==> config.mk <==
export PLATFORM = sky130hd
export DESIGN_NAME = shift_engine
export DESIGN_NICKNAME = d
export VERILOG_FILES = /design/src/rtl/shift_engine_pkg.sv /design/src/rtl/shift_engine_shift_step.sv /design/src/rtl/shift_engine.sv
export SDC_FILE = /design/constraint.sdc
export NUM_CORES = 1
export LEC_CHECK = 0
export ABC_AREA = 1
export CORE_MARGIN = 5
export CORE_UTILIZATION = 45
export DETAILED_ROUTE_END_ITERATION = 12
export GPL_ROUTABILITY_DRIVEN = 0
export HOLD_SLACK_MARGIN = 0.1
export PLACE_DENSITY = 0.74
export SYNTH_ARGS = -nofsm -noshare
export SYNTH_HDL_FRONTEND = slang
export SYNTH_HIERARCHICAL = 1
export SYNTH_SLANG_ARGS = --single-unit
==> constraint.sdc <==
create_clock -name clk -period 1.9 [get_ports clk]
set_clock_uncertainty 0.2 [all_clocks]
set_input_delay 0.285 -clock clk [delete_from_list [all_inputs] [get_ports clk]]
set_output_delay 0.285 -clock clk [all_outputs]
set_load 0.01 [all_outputs]
==> src/rtl/shift_engine_pkg.sv <==
// Shared definitions for the iterative shift engine: operation codes and
// controller state encodings. Imported by the RTL and by the testbench.
package shift_engine_pkg;

  localparam int MODE_W = 3;

  localparam logic [MODE_W-1:0] MODE_SLL = 3'd0;
  localparam logic [MODE_W-1:0] MODE_SRL = 3'd1;
  localparam logic [MODE_W-1:0] MODE_SRA = 3'd2;
  localparam logic [MODE_W-1:0] MODE_ROL = 3'd3;
  localparam logic [MODE_W-1:0] MODE_ROR = 3'd4;

  typedef enum logic [1:0] {
    ST_IDLE  = 2'd0,
    ST_SHIFT = 2'd1,
    ST_DONE  = 2'd2
  } state_e;

  // True for the codes that rotate rather than shift.
  function automatic logic mode_is_rotate(input logic [MODE_W-1:0] m);
    return (m == MODE_ROL) || (m == MODE_ROR);
  endfunction

endpackage

==> src/rtl/shift_engine_shift_step.sv <==
// shift_step: combinational single-position shift/rotate of a WIDTH-bit word.
// Produces the next word and the bit that left it. Unknown codes pass the
// word through with a zero carry.
// Rotates exist only when SHIFT_ENGINE_ROTATE_EN is defined; otherwise the
// rotate codes fall into the pass-through path and no rotate muxing is built.
module shift_step
  import shift_engine_pkg::*;
#(
  parameter int WIDTH = 8
) (
  input  logic [WIDTH-1:0]  y_i,
  input  logic [MODE_W-1:0] mode_i,
  output logic [WIDTH-1:0]  y_o,
  output logic              c_o
);

  logic signed [WIDTH-1:0] y_s;

  assign y_s = $signed(y_i);

  // Select the one-bit move for the requested operation.
  always_comb begin
    y_o = y_i;
    c_o = 1'b0;
    case (mode_i)
      MODE_SLL: begin
        y_o = {y_i[WIDTH-2:0], 1'b0};
        c_o = y_i[WIDTH-1];
      end
      MODE_SRL: begin
        y_o = {1'b0, y_i[WIDTH-1:1]};
        c_o = y_i[0];
      end
      MODE_SRA: begin
        y_o = $unsigned(y_s >>> 1);
        c_o = y_i[0];
      end
`ifdef SHIFT_ENGINE_ROTATE_EN
      MODE_ROL: begin
        y_o = {y_i[WIDTH-2:0], y_i[WIDTH-1]};
        c_o = y_i[WIDTH-1];
      end
      MODE_ROR: begin
        y_o = {y_i[0], y_i[WIDTH-1:1]};
        c_o = y_i[0];
      end
`endif
      default: begin
        y_o = y_i;
        c_o = 1'b0;
      end
    endcase
  end

endmodule

==> src/rtl/shift_engine.sv <==
// shift_engine: iterative shifter that moves the operand one bit position per
// clock. An accepted start captures a/amt/mode; done pulses amt+1 cycles
// later with the result on y and the last bit moved out on c.
// Optional feature macro: SHIFT_ENGINE_ROTATE_EN (enables ROL/ROR).
module shift_engine
  import shift_engine_pkg::*;
#(
  parameter int WIDTH = 8,
  parameter int AMT_W = 3
) (
  input  logic              clk,
  input  logic              reset,
  input  logic              start,
  input  logic [WIDTH-1:0]  a,
  input  logic [AMT_W-1:0]  amt,
  input  logic [MODE_W-1:0] mode,
  output logic              busy,
  output logic              done,
  output logic [WIDTH-1:0]  y,
  output logic              c
);

  state_e             state_q, state_d;
  logic [WIDTH-1:0]   y_q, y_d;
  logic               c_q, c_d;
  logic [AMT_W-1:0]   count_q, count_d;
  logic [MODE_W-1:0]  mode_q, mode_d;

  logic [WIDTH-1:0]   step_y;
  logic               step_c;

  shift_step #(
    .WIDTH (WIDTH)
  ) u_step (
    .y_i    (y_q),
    .mode_i (mode_q),
    .y_o    (step_y),
    .c_o    (step_c)
  );

  // Next-state, datapath load/step and status outputs.
  always_comb begin
    state_d = state_q;
    y_d     = y_q;
    c_d     = c_q;
    count_d = count_q;
    mode_d  = mode_q;
    busy    = 1'b0;
    done    = 1'b0;
    case (state_q)
      ST_IDLE: begin
        if (start) begin
          y_d     = a;
          c_d     = 1'b0;
          count_d = amt;
          mode_d  = mode;
          // A zero count has nothing to shift, so go straight to DONE.
          state_d = (amt == '0) ? ST_DONE : ST_SHIFT;
        end
      end
      ST_SHIFT: begin
        busy    = 1'b1;
        y_d     = step_y;
        c_d     = step_c;
        count_d = count_q - 1'b1;
        if (count_q == AMT_W'(1)) begin
          state_d = ST_DONE;
        end
      end
      ST_DONE: begin
        busy    = 1'b1;
        done    = 1'b1;
        state_d = ST_IDLE;
      end
      default: begin
        state_d = ST_IDLE;
      end
    endcase
  end

  // State and datapath registers; reset clears everything and wins over start.
  always_ff @(posedge clk) begin
    if (reset) begin
      state_q <= ST_IDLE;
      y_q     <= '0;
      c_q     <= 1'b0;
      count_q <= '0;
      mode_q  <= MODE_SLL;
    end else begin
      state_q <= state_d;
      y_q     <= y_d;
      c_q     <= c_d;
      count_q <= count_d;
      mode_q  <= mode_d;
    end
  end

  assign y = y_q;
  assign c = c_q;

endmodule

==> impl_metrics.py, run 1 <==
metrics = {
    "critical_path": {
        "crit_buf_inv": 1,
        "critical-path-max-stage-delay_ns": 0.57,
        "endpoint_kind": "output pin",
        "worstPathCellList": "clkdlybuf4s50_1",
        "worst-path-max-fanout": 5,
        "cp.required_ns": 1.41,
        "arrival_ns": 1.28,
        "cp-start-kind": "flip-flop",
        "crit_slowest_cell": "clkdlybuf4s50_1",
        "path_class": "flip-flop to output pin",
        "critical_path.top_delay_family": "buffers and inverters",
    },
    "global_route": {
        "grt_antenna_before_repair": 0,
        "track_usage_pct": 16.61,
        "grt-ovfl-total": 0,
        "grt_max_degree": 16,
        "grt_pass1_vias": 1100,
        "grt_pass1_wl_um": 4650,
    },
    "place": {
        "placed_area_um2": 1384,
        "dpl.hpwl_um": 2040,
        "port_buffers": 27,
    },
    "job": {
        "max-cap-violations": 0,
    },
    "sta": {
        "period_share_pct": 92.83,
        "setup_viol_count_final": 0,
        "rsz0062_at_grt": "no",
        "slew_violations": 0,
        "min_period_ns": 1.764,
        "fin_setup_tns_ns": 0,
        "tightest_slew_ns": 0.2973,
        "hold_violations": 0,
        "slew_headroom_pct": 80.16,
        "whs_ns": 0.2813,
        "fmax_ghz": 0.5670,
    },
    "synth": {
        "avgSynthCellArea_um2": 6.172,
        "synth_cells": 178,
        "synth_top_cell_area_share_pct": 30.98,
        "syn_nets": 200,
        "synth.largest_area_cell": "dfxtp_1",
        "yosys-top-cells-area": "dfxtp_1, nand2_1, nor2_1, nand3_1, o21ai_0",
        "synth.distinct_cells": 18,
        "yosysWarnings": 6,
        "synth-seq-area-share_pct": 30.98,
        "ys_seq_elements": 17,
        "synth.cell_area_um2": 1099,
    },
    "power_and_ir_drop": {
        "p_leak_uw": 0.0006868,
        "p_total_uw": 1140,
        "irDropWorstVdd_mv": 0.6077,
        "power.density_nw_per_um2": 806.5,
    },
    "route": {
        "via_count": 1158,
        "routedWlPerCell_um": 11.41,
        "post-route-drc-count": 0,
        "ant_nets": 0,
        "drt-vias-per-instance": 4.886,
        "wl_um": 2704,
        "initialDrtViolationCount": 44,
        "dr.pass1.iters": 4,
    },
    "cts": {
        "worst_skew_pair.late_latency_ns": 0.28,
        "cts.clk_slew.worst_paths_ns": 0.10,
        "clockRootBuffer": "clkbuf_4",
        "cts_tree": "done",
        "numClockSinks": 17,
        "post-cts-setup-buffer-count": 0,
        "htree_levels": 1,
        "numCtsBuffers": 3,
        "cts_max_path_buffers": 2,
    },
    "floorplan": {
        "initial_utilization_pct": 45.59,
        "row_count": 18,
        "dieArea_um2": 3530,
        "die_width_um": 59.41,
        "core_um2": 2410,
        "die_y_um": 59.41,
        "io_pins": 28,
    },
    "finish": {
        "fin_util_pct": 58.67,
        "diodes": 0,
        "fin_nets": 230,
        "syn_to_final_growth_pct": 28.70,
        "drive_gt1_share_pct": 9.662,
        "fill_cells": 234,
        "final_area_um2": 1414,
    },
    "outcome": {
        "status": "completed",
    },
    "worst_hold_path": {
        "hp-class": "flip-flop to flip-flop",
    },
}
[logic make-up after synthesis]
| kind of cell | count (synthesis) | share of synthesized area [%] |
|---|---|---|
| AOI/OAI and AO/OA | 20 | 9.795 |
| adders and majority gates | 5 | 5.695 |
| buffers and inverters | 21 | 9.566 |
| DFF | 17 | 30.98 |
| and+or+nand+nor | 115 | 43.96 |
[metrics by stage]
stage               instances  setup WS (ns)
floorplan                 178         0.4766
CTS                       237        0.01111
finish                    237         0.1363
global route              237        0.08748
detailed placement        233         0.1629
global placement          233         0.2169
[per-layer routing]
| layer | routed length, um | vias up | track usage, % | share of wire [%] |
|---|---|---|---|---|
| met2 | 1296 | 30 | 28.08 | 48 |
| met3 | 144 | 2 | 3.486 | 5.3 |
| met1 | 1244 | 510 | 20.21 | 46 |
| met5 | 0 | - | 0 | 0 |
| li1 | - | 616 | - | - |
| met4 | 19 | 0 | 6.796 | 0.70 |
[worst reg2reg max path, delay by kind of cell, from the launching register on]
kind | cells | cell delay, ns
compound gates | 1 | 0.15
fa+ha+maj | 1 | 0.23
buf+inv | 2 | 0.24
flops | 1 | 0.36
simple gates | 3 | 0.35
[registers in the layout (all words and copies together), names as in the netlist]
register and cells:
c 1, count_q 3, mode_q 3, state_q 2, y 8
[what timing repair did]
action,4_1_cts,5_1_grt
gates cloned,0,0
pin swaps,0,0
endpoints found under the setup margin,2,1
resized for setup,3,1
hold buffers,0,0
[report_power, final]
part,internal (uW),switching (uW)
combinational,206,273
clock,81.5,109
sequential,411,59.6
[synth_stat cells (all sizes together)]
cell type and instances:
dfxtp 17, nand3 17, inv 16, a21oi 5, nand2 67, o21ai 15, buf 4, ha 5
nor2 31, clkbuf 1
[worst paths after layout]
kind              cells after the start  slack (ns)    endpoint       start
setup reg to reg                      7        0.29        y[3]  state_q[0]
hold / removal                        2        0.28  count_q[2]  count_q[2]
setup / recovery                      1        0.14        y[7]        y[7]
hold reg to reg                       2        0.28  count_q[2]  count_q[2]
[layout by cell type (no fill, tap or decap)]
cell / count
buf_4: 3
clkdlybuf4s50_1: 25
o21ai_0: 14
a21oi_2: 2
inv_1: 12
nor2_2: 1
clkbuf_4: 3
o21ai_1: 1
nand2_2: 2
clkbuf_1: 1
nor2_4: 1
dfxtp_1: 15
dlymetal6s2s_1: 1
ha_1: 5
inv_2: 4
dlygate4sd2_1: 1
dfxtp_2: 2
nand3_1: 17
nand2_1: 63
nand2_4: 2
nor2_1: 29
a21oi_1: 3
[final cells by class]
| type | count | area [um2] | area share [%] |
|---|---|---|---|
| Clock buffer | 4 | 26.28 | 1.858 |
| Inverter | 16 | 60.06 | 4.248 |
| Multi-Input combinational cell | 140 | 653.1 | 46.19 |
| Sequential cell | 17 | 342.8 | 24.25 |
| Tap cell | 30 | 37.54 | 2.655 |
| Timing Repair Buffer | 30 | 294.0 | 20.80 |
Power figures use the tool's default switching activity.
==> run 2: changes to the inputs <==
CORE_MARGIN = 10   (was 5)
==> impl_metrics.py, run 2 (synthesis results as in run 1) <==
metrics = {
    "outcome": {
        "status": "completed",
    },
    "floorplan": {
        "row_count": 17,
        "io_pins": 28,
        "die_y_um": 69.41,
        "dieArea_um2": 4818,
        "initial_utilization_pct": 48.27,
        "core_um2": 2276,
        "die_width_um": 69.41,
    },
    "sta": {
        "hold_violations": 0,
        "setup_viol_count_final": 0,
        "tightest_slew_ns": 0.3116,
        "slew_violations": 0,
        "whs_ns": 0.2683,
        "fin_setup_tns_ns": 0,
        "fmax_ghz": 0.5609,
        "period_share_pct": 93.83,
        "min_period_ns": 1.783,
        "slew_headroom_pct": 79.20,
        "rsz0062_at_grt": "no",
    },
    "power_and_ir_drop": {
        "p_leak_uw": 0.0006772,
        "power.density_nw_per_um2": 822.8,
        "irDropWorstVdd_mv": 0.5469,
    },
    "global_route": {
        "grt_pass1_wl_um": 4926,
        "grt_max_degree": 16,
        "grt_pass1_vias": 1077,
        "grt_antenna_before_repair": 0,
        "track_usage_pct": 11.72,
        "grt-ovfl-total": 0,
    },
    "cts": {
        "post-cts-setup-buffer-count": 0,
        "worst_skew_pair.late_latency_ns": 0.29,
        "clockRootBuffer": "clkbuf_4",
        "cts_tree": "done",
        "htree_levels": 1,
        "numClockSinks": 17,
        "cts.clk_slew.worst_paths_ns": 0.11,
        "cts_max_path_buffers": 2,
        "hold_buffers": 0,
        "numCtsBuffers": 3,
    },
    "finish": {
        "fin_util_pct": 61.90,
        "layout_common_cells": "nand2_1, nor2_1, clkdlybuf4s50_1",
        "layoutNonFillerInstCount": 235,
        "final_common_cell": "nand2_1",
        "diodes": 0,
        "fin_nets": 230,
        "final_area_um2": 1409,
        "syn_to_final_growth_pct": 28.25,
        "drive_gt1_share_pct": 10.14,
        "largest_reg_flops": 8,
    },
    "route": {
        "dr.pass1.iters": 4,
        "via_count": 1200,
        "post-route-drc-count": 0,
        "wl_um": 2983,
        "ant_nets": 0,
        "routedWlPerCell_um": 12.69,
        "drt-vias-per-instance": 5.106,
        "initialDrtViolationCount": 114,
    },
    "place": {
        "placed_area_um2": 1381,
        "dp.cells": 231,
        "dpl.hpwl_um": 2248,
        "port_buffers": 27,
    },
    "critical_path": {
        "critical-path-max-stage-delay_ns": 0.57,
        "cp.required_ns": 1.41,
        "crit_buf_inv": 1,
        "path_class": "flip-flop to output pin",
        "crit_slowest_cell": "clkdlybuf4s50_1",
        "worst-path-max-fanout": 5,
        "cp-start-kind": "flip-flop",
        "critical_path.top_delay_family": "buffers and inverters",
        "endpoint_kind": "output pin",
        "arrival_ns": 1.30,
        "worstPathCellList": "clkdlybuf4s50_1",
    },
    "job": {
        "max-cap-violations": 0,
    },
    "worst_hold_path": {
        "hp-class": "flip-flop to flip-flop",
    },
}
==> run 2: final timing paths <==
kind,end,depth (start not counted),start,slack [ns]
max reg2reg,y[3],7,state_q[1],0.26
max,y[7],1,y[7],0.12
min reg2reg,c,2,c,0.27
min,c,2,c,0.27
==> run 2: final cells by class <==
class / count / area (um2)
Tap cell: 28 / 35.03
Clock inverter: 1 / 5.005
Fill cell: 224 / 867.1
Sequential cell: 17 / 342.8
Clock buffer: 3 / 22.52
Inverter: 16 / 60.06
Multi-Input combinational cell: 140 / 653.1
Timing Repair Buffer: 30 / 290.3
==> run 2: tightest hold or removal path: cells and delay by family (launching register included) <==
| kind | cells | cell delay [ns] |
|---|---|---|
| AOI/OAI and AO/OA | 1 | 0.05 |
| DFF | 1 | 0.33 |
| and+or+nand+nor | 1 | 0.06 |
==> run 2: what timing repair did <==
action,CTS,global route
endpoints found under the setup margin,2,0
endpoints found under the hold margin,0,0
resized for setup,4,0
==> run 2: power breakdown <==
group          switching (uW)  leakage (uW)  internal [uW]
Combinational             284      0.000518            207
Sequential               59.1      0.000141            411
Clock                     120     0.0000177           78.2
==> run 2: through the flow <==
stage	setup WS [ns]	total power, uW
after CTS	0.1028	1167
after global routing	0.06724	1248
after floorplan	0.4766	794.4
after global placement	0.2054	956.8
final	0.1172	1159
after detailed placement	0.1733	970.9
==> run 2: per-layer routing <==
| layer | GRT usage [%] | vias up | wire [um] |
|---|---|---|---|
| li1 | - | 613 | - |
| met1 | 14.82 | 546 | 1271 |
| met2 | 18.85 | 39 | 1477 |
| met3 | 2.996 | 2 | 216 |
| met4 | 3.326 | 0 | 17 |
| met5 | 0 | - | 0 |
==> run 3: changes to the inputs <==
SLEW_MARGIN = 20   (was unset)
==> results of run 3 <==
No change in the layout: final DEF, timing and power equal those of run 2.
